File: src/rtl/tex_rsp_arb.sv
// tex_rsp_arb: round-robin merge of texture response channels into a 2-entry in-order output buffer
module tex_rsp_arb #(
    parameter int NUM_INPUTS = 4,
    parameter int NUM_LANES  = 4,
    parameter int TAG_WIDTH  = 8,
    localparam int SEL_BITS  = (NUM_INPUTS > 1) ? $clog2(NUM_INPUTS) : 1,
    localparam int OUT_TAG_W = TAG_WIDTH + SEL_BITS
) (
    input  logic                                       clk,
    input  logic                                       reset,
    input  logic [NUM_INPUTS-1:0]                      in_valid,
    input  logic [NUM_INPUTS-1:0][NUM_LANES*32-1:0]    in_texels,
    input  logic [NUM_INPUTS-1:0][TAG_WIDTH-1:0]       in_tag,
    output logic [NUM_INPUTS-1:0]                      in_ready,
    output logic                                       out_valid,
    output logic [NUM_LANES*32-1:0]                    out_texels,
    output logic [OUT_TAG_W-1:0]                       out_tag,
    input  logic                                       out_ready
);
    localparam int TEX_W = NUM_LANES * 32;
    localparam int ENT_W = TEX_W + OUT_TAG_W;
    localparam logic [SEL_BITS-1:0] LAST = SEL_BITS'(NUM_INPUTS - 1);

    logic [SEL_BITS-1:0] rr_ptr_q, rr_ptr_d, grant_idx;
    logic [1:0]          count_q, count_d;
    logic [ENT_W-1:0]    buf_q [2];
    logic [ENT_W-1:0]    buf_d [2];
    logic                grant_valid, in_fire, out_fire, wr_slot;

    function automatic logic [SEL_BITS-1:0] wrap_add(input logic [SEL_BITS-1:0] base, input int off);
        int s;
        s = int'(base) + off;
        return SEL_BITS'((s >= NUM_INPUTS) ? s - NUM_INPUTS : s);
    endfunction

    // Scan offsets from farthest to nearest so the last hit is the first valid channel at/after rr_ptr
    always_comb begin
        grant_valid = 1'b0;
        grant_idx   = '0;
        for (int k = NUM_INPUTS - 1; k >= 0; k--) begin
            if (in_valid[wrap_add(rr_ptr_q, k)]) begin
                grant_valid = 1'b1;
                grant_idx   = wrap_add(rr_ptr_q, k);
            end
        end
    end

    // Handshakes: only the granted channel sees ready, and only while a slot is free; all quiet in reset
    always_comb begin
        in_fire   = grant_valid && (count_q != 2'd2) && !reset;
        in_ready  = '0;
        if (in_fire) in_ready[grant_idx] = 1'b1;
        out_valid = (count_q != 2'd0) && !reset;
        out_fire  = out_valid && out_ready;
    end

    // Slot 0 always holds the oldest entry; a pop shifts slot 1 down before the push lands behind it
    always_comb begin
        wr_slot = count_q[0] & ~out_fire;
        buf_d   = buf_q;
        if (out_fire) buf_d[0] = buf_q[1];
        if (in_fire) buf_d[wr_slot] = {in_texels[grant_idx], grant_idx, in_tag[grant_idx]};
        count_d  = count_q + {1'b0, in_fire} - {1'b0, out_fire};
        rr_ptr_d = in_fire ? ((grant_idx == LAST) ? '0 : grant_idx + 1'b1) : rr_ptr_q;
    end

    // Control state resets; payload slots are only meaningful under count so they need no reset
    always_ff @(posedge clk) begin
        if (reset) begin
            count_q  <= '0;
            rr_ptr_q <= '0;
        end else begin
            count_q  <= count_d;
            rr_ptr_q <= rr_ptr_d;
        end
        buf_q <= buf_d;
    end

    assign out_texels = buf_q[0][ENT_W-1 -: TEX_W];
    assign out_tag    = buf_q[0][OUT_TAG_W-1:0];
endmodule
File: config.mk
export PLATFORM = sky130hd
export DESIGN_NAME = tex_rsp_arb
export DESIGN_NICKNAME = d
export VERILOG_FILES = /design/src/rtl/tex_rsp_arb.sv
export SDC_FILE = /design/constraint.sdc
export NUM_CORES = 1
export LEC_CHECK = 0
export CORE_AREA = 2 2 271 273
export CTS_CLUSTER_SIZE = 10
export DETAILED_ROUTE_END_ITERATION = 10
export DIE_AREA = 0 0 273 275
export GPL_TIMING_DRIVEN = 0
export PLACE_DENSITY = 0.57
export SYNTH_ARGS = -nofsm -noshare
export SYNTH_HDL_FRONTEND = slang
export SYNTH_SLANG_ARGS = --single-unit
File: constraint.sdc
create_clock -name clk -period 14.9 [get_ports clk]
set_input_delay 2.98 -clock clk [delete_from_list [all_inputs] [get_ports clk]]
set_output_delay 2.98 -clock clk [all_outputs]
set_load 0.01 [all_outputs]
==> results of run 1 <==
logic make-up (layout without fill, tap and decap cells):
group / Yosys count / after routing / share of synthesized area, %
AOI/OAI and AO/OA: 655 / 655 / 28.3
xor gates and xnor gates: 2 / 2 / 0.0974
adders and majority gates: 6 / 6 / 0.417
buffers and inverters: 359 / 1132 / 11.1
DFF: 280 / 280 / 38.8
muxes: 160 / 160 / 8.90
other: 0 / 10 / 0
and+or+nand+nor: 409 / 409 / 12.3
power by group through the flow:
stage | logic (W) | clock network, W | registers (W)
final | 0.00290 | 0.000860 | 0.00129
after global routing | 0.00308 | 0.000900 | 0.00132
after CTS | 0.00288 | 0.000873 | 0.00129
after detailed placement | 0.00286 | 0 | 0.00130
after global placement | 0.00281 | 0 | 0.00134
after floorplan | 0.00159 | 0 | 0.00128
through the flow:
stage,setup TNS (ps),hold slack (ps),power [W]
5_1_grt,0,506,0.00529
2_1_floorplan,0,451,0.00287
6_report,0,486,0.00505
3_3_place_gp,-1156100,466,0.00415
4_1_cts,0,484,0.00504
3_5_place_dp,0,475,0.00417
layout by cell type (no fill, tap or decap), types with 12 or more instances in the layout:
cell type        instances
clkbuf_1               148
clkbuf_16               38
edfxtp_1               138
a22oi_1                 12
clkdlybuf4s50_1        693
and3_1                 248
buf_2                   61
mux2i_1                160
dfxtp_1                142
buf_6                   16
o221ai_1                12
a211oi_1               497
a2111oi_0              124
buf_4                  151
nor2_1                 132
worst max path at each step:
stage	start	endpoint	cells after the start	slack (ps)
final	in_valid[1]	in_ready[0]	12	5540
after global routing	in_valid[3]	in_ready[3]	10	5380
after CTS	in_valid[1]	in_ready[0]	12	5540
after detailed placement	in_valid[1]	in_ready[0]	12	5540
after global placement	reset	flip-flop	7	-8400
after floorplan	reset	flip-flop	6	760
critical path: cells and delay by family:
family | cells | cell delay (ps)
AO/OA/AOI/OAI | 1 | 390
adder cells (fa/ha/maj) | 1 | 200
buffers and inverters | 7 | 2340
AND/OR/NAND/NOR | 3 | 430
per-layer routing:
| metal | vias up | track usage (%) | share of wire [%] |
|---|---|---|---|
| li1 | 8888 | - | - |
| met1 | 9862 | 30.4 | 39 |
| met2 | 1131 | 43.0 | 48 |
| met3 | 191 | 6.74 | 8.7 |
| met4 | 34 | 8.73 | 3.3 |
| met5 | - | 0 | 0.24 |
layout make-up:
cell class	count	area [um2]	area share, %
sequential	280	6990	25.5
buffer	354	1990	7.25
clock inverter	4	46.3	0.169
multi-input combinational	1232	9000	32.8
antenna	10	25.0	0.0912
clock buffer	60	1050	3.84
tap	959	1200	4.37
inverter	5	18.8	0.0684
timing repair buffer	709	7120	26.0
==> summary.txt, run 1 <==
Hold Path Cell Cnt - 2
Clock Path Buffers - 3
Synth area leader - edfxtp_1
largest net degree at the start of global routing - 13
Max-slew headroom - 2.71%
synth unique cells - 34
row cnt - 99
DR DRC count - 0
slowest CP cell - clkdlybuf4s50_1
die height - 275 um
final hold vios - 0
clk slew on worst S/H paths - 60 ps
most frequent cells after synthesis - a211oi_1 (497), and3_1 (248), mux2i_1 (160)
GR Overflow Total - 0
WHS Endpoint - out_tag[8]$_DFF_P_
Util after Layout - 37.9%
Crit path required time - 11,920 ps
Top Ports - 694
Worst-Skew Late Latency - 540 ps
RSZ-0062 raised after global routing - no
top-count cell post-synth - a211oi_1
die width - 273 um
CTS Buf Count - 37
non-filler cells, final - 3,613
placed insts - 3,539
crit path DAT - 6380 ps
static leakage power - 10.7 nW
core area - 72,300 um2
Placed Area - 26,300 um2
WL/cell - 27.6 um
DRT iter0 DRCs - 2,191
clk root buf - clkbuf_16
routability cong. - 0.967
Mapped Area - 18,000 um2
P_sw - 0.00211 W
cell area after layout - 27,400 um2
share of layout cells above drive strength 1 - 10.6%
HP Start - out_tag[8]$_DFF_P_
Critical R2R Launch - count_q[1]$_SDFF_PP0_
fmax - 107 MHz
ys async rst share - 0%
crit path capture type - output pin
final WL - 99,800 um
syn_area_per_cell - 9.61 um2
Syn Inst Count - 1,871
worst min path class - reg2reg
MaxCap Viol Count - 0
Final WS setup - 5540 ps
Vias/cell - 5.56
crit path time final - 9360 ps
starting density of the core - 24.9%
status - complete, no violations
crit path cell chain - clkdlybuf4s50_1 > nor2b_1 > a211o_1 > and2_1 > buf_6 > inv_2 > buf_4 > buf_2 > buf_2 > ha_1 > and2_1 > clkdlybuf4s50_1
IO Port Bufs - 693
fin nets - 3,176
Post-synth EDFFs - 138
Synth-to-Final Area Change - 52.6%
Most used DFF post-synth - dfxtp_1
syn_nets - 2,428
dpl hpwl - 75,700 um
number of fill cells - 7,245
Startpoint Class - primary input
Detail Route Antenna Nets - 0
worst slack at placement - 5540 ps
DR vias - 20.1k
Crit Path Category - in2out
total clock sinks - 280
final period utilization - 62.8%
Seq cells post-synth - 280
Worst Skew - 8.94 ps
initial antenna violation count - 29
Pint - 0.00294 W
sequential fraction of design power - 25.6%
clock power share - 17.0%
Max stage delay on crit path - 560 ps
global-route wire length before repair - 140,000 um
top cell type's share of synthesized area - 23.0%
R2R cell count - 11
# setup viols final - 0
DIE AREA - 75,100 um2
vias in the first global route - 20.2k
Net Sw Frac - 41.8%
worst-margin pin slew - 1460 ps
top post-synthesis cells by area - edfxtp_1 (23%), a211oi_1 (21%), dfxtp_1 (16%)
VDD IR max - 0.0848 mV
max-slew violation count - 0
postcts setup bufs - 0
register area share after synthesis - 38.8%
total track usage - 25.1%
R2R setup slack - 11,000 ps
Hold-fix buffers, CTS - 0
Synth Warn # - 0
H-tree depth - 2
CTS tree - done
Initial DRT Pass Iterations - 5
CP max FO - 11
PostCTS Resize Cnt - 0
Pwr Density - 184 nW/um2
logic gate share of total power - 57.4%
Power figures use the tool's default switching activity.
==> run 2, diff against run 1 <==
PLACE_DENSITY = 0.56   (was 0.57)
clock period = 9.5 ns   (was 14.9 ns; I/O delays follow)
==> run 2 against run 1 <==
Register-to-register slack worse by 5600 ps. Global-route usage increased by 0.39 points. Via count shrank 0.21%. Critical path type unchanged. Wire length grew 1.4%. Clock power increased by 63%. Worst setup slack lost 3200 ps. Power rose by 58%. Sequential cell count is the same. Sequential share of layout area shrank 0.079 points.
==> summary.txt, run 2 (synthesis gave the netlist of run 1 again) <==
total clock sinks - 280 (unchanged)
most frequent cells in the layout - clkdlybuf4s50_1 (693), a211oi_1 (497), and3_1 (248)
Crit path required time - 7600 ps (-4320 ps)
Hold Path Cell Cnt - 2 (unchanged)
clk slew on worst S/H paths - 50 ps (about the same)
overall power - 0.00799 W (+58%)
Initial DRT Pass Iterations - 6 (+1)
R2R cell count - 12 (+1)
DR vias - 20.1k (-0.21%)
# setup viols final - 0 (unchanged)
Clock Path Buffers - 3 (unchanged)
worst-margin pin slew - 1460 ps (+5.04 ps)
core area - 72,300 um2 (unchanged)
Vias/cell - 5.57 (about the same)
die width - 273 um (unchanged)
Crit Path Category - in2out
GR Overflow Total - 0 (unchanged)
crit path capture type - output pin
RSZ-0062 raised after global routing - no
Worst Skew - 34.4 ps (+25.5 ps)
largest net degree at the start of global routing - 17 (+4)
WL/cell - 28.1 um (+1.6%)
IO Port Bufs - 693 (unchanged)
MaxCap Viol Count - 0 (unchanged)
postcts setup bufs - 0 (unchanged)
row cnt - 99 (unchanged)
Pwr Density - 290 nW/um2 (+58%)
CTS Buf Count - 39 (+5.4%)
Pint - 0.00464 W (+58%)
Net Sw Frac - 41.9% (+0.12 points)
global-route wire length before repair - 142,000 um (+0.96%)
logic gate share of total power - 57.2% (-0.2 points)
vias in the first global route - 20.3k (+0.44%)
most common cell after layout, fill and taps aside - clkdlybuf4s50_1
worst min path class - reg2reg
WHS - 484 ps (-2.36 ps)
routability cong. - 0.942 (-2.5%)
final hold vios - 0 (unchanged)
starting density of the core - 24.9% (unchanged)
Synth-to-Final Area Change - 53.0%
Max-slew headroom - 2.37% (-0.34 points)
Top Ports - 694 (unchanged)
Hold-fix buffers, CTS - 0 (unchanged)
PostCTS Resize Cnt - 0 (unchanged)
total track usage - 25.5% (+0.39 points)
sequential fraction of design power - 25.3% (-0.3 points)
clk root buf - clkbuf_16
Startpoint Class - primary input
CP max FO - 11 (unchanged)
DR DRC count - 0 (unchanged)
max-slew violation count - 0 (unchanged)
crit path DAT - 5250 ps (-1130 ps)
clock power share - 17.5% (+0.5 points)
final WL - 101,000 um (+1.4%)
Util after Layout - 38.1% (+0.12 points)
final period utilization - 75.2%
dpl hpwl - 76,000 um (+0.43%)
Detail Route Antenna Nets - 0 (unchanged)
Worst-Skew Late Latency - 570 ps (+30 ps)
fmax - 140 MHz
CTS tree - done
status - complete, no violations
DRT iter0 DRCs - 1,695 (-23%)
share of layout cells above drive strength 1 - 10.7% (+0.13 points)
die height - 275 um (unchanged)
static leakage power - 10.7 nW (+0.31%)
initial antenna violation count - 25 (-14%)
crit path time final - 7150 ps
DIE AREA - 75,100 um2 (unchanged)
VDD IR max - 0.121 mV (+43%)
P_sw - 0.00335 W (+59%)
fin nets - 3,173 (-0.094%)
H-tree depth - 2 (unchanged)
==> run 2: cell count changes in the layout (fill, tap and decap cells not counted), moves of 4 or more <==
| cell | before | now |
|---|---|---|
| buf_16 | 0 | 4 |
| buf_6 | 16 | 2 |
| buf_8 | 2 | 7 |
| clkbuf_1 | 148 | 140 |
| diode_2 | 10 | 6 |
==> run 2: final cells by class <==
type,instances,area (um2)
Antenna cell,6,15.0
Buffer,354,1990
Clock buffer,52,1050
Clock inverter,13,109
Fill cell,7229,44800
Inverter,5,18.8
Multi-Input combinational cell,1232,9010
Sequential cell,280,6990
Tap cell,959,1200
Timing Repair Buffer,704,7150
==> run 2: metal layers <==
| metal | routed length (um) | GRT usage, % | up-vias |
|---|---|---|---|
| met1 | 41300 | 31.6 | 9883 |
| met4 | 2550 | 7.13 | 32 |
| li1 | - | - | 8890 |
| met2 | 48900 | 44.1 | 1110 |
| met5 | 184 | 0 | - |
| met3 | 8230 | 6.07 | 148 |
==> run 2: power groups by stage <==
stage,clock network [W],registers [W],logic (W)
final,0.00140,0.00202,0.00457
after global placement,0,0.00207,0.00445
after floorplan,0,0.00199,0.00250
after CTS,0.00143,0.00202,0.00455
after global routing,0.00148,0.00207,0.00486
after detailed placement,0,0.00205,0.00452
==> run 2: critical path, cell delays in order <==
cell             delay (ps)
clkdlybuf4s50_1         560
nor2b_1                  90
a211o_1                 380
and2_1                  210
buf_6                   150
inv_2                    50
buf_4                   210
buf_2                   390
buf_2                   380
ha_1                    210
and2_1                  120
clkdlybuf4s50_1         560
==> run 2: metrics by stage <==
stage / area [um2] / setup TNS [ps] / std cells / worst slack, ps
2_1_floorplan: 18000 / 0 / 1871 / 652
3_3_place_gp: 26100 / -706430 / 3523 / -5150
3_5_place_dp: 26400 / 0 / 3534 / 2330
4_1_cts: 27500 / 0 / 3599 / 2320
5_1_grt: 27500 / 0 / 3600 / 2130
6_report: 27500 / 0 / 3605 / 2350
==> run 2: worst paths after layout <==
check / from / to / slack (ps)
worst max register to register: count_q[0]$_SDFF_PP0_ / flip-flop / 5440
worst min register to register: out_texels[15]$_DFF_P_ / out_texels[15]$_DFF_P_ / 480
worst max-delay path: in_valid[1] / in_ready[0] / 2350
worst min-delay path: out_texels[15]$_DFF_P_ / out_texels[15]$_DFF_P_ / 480
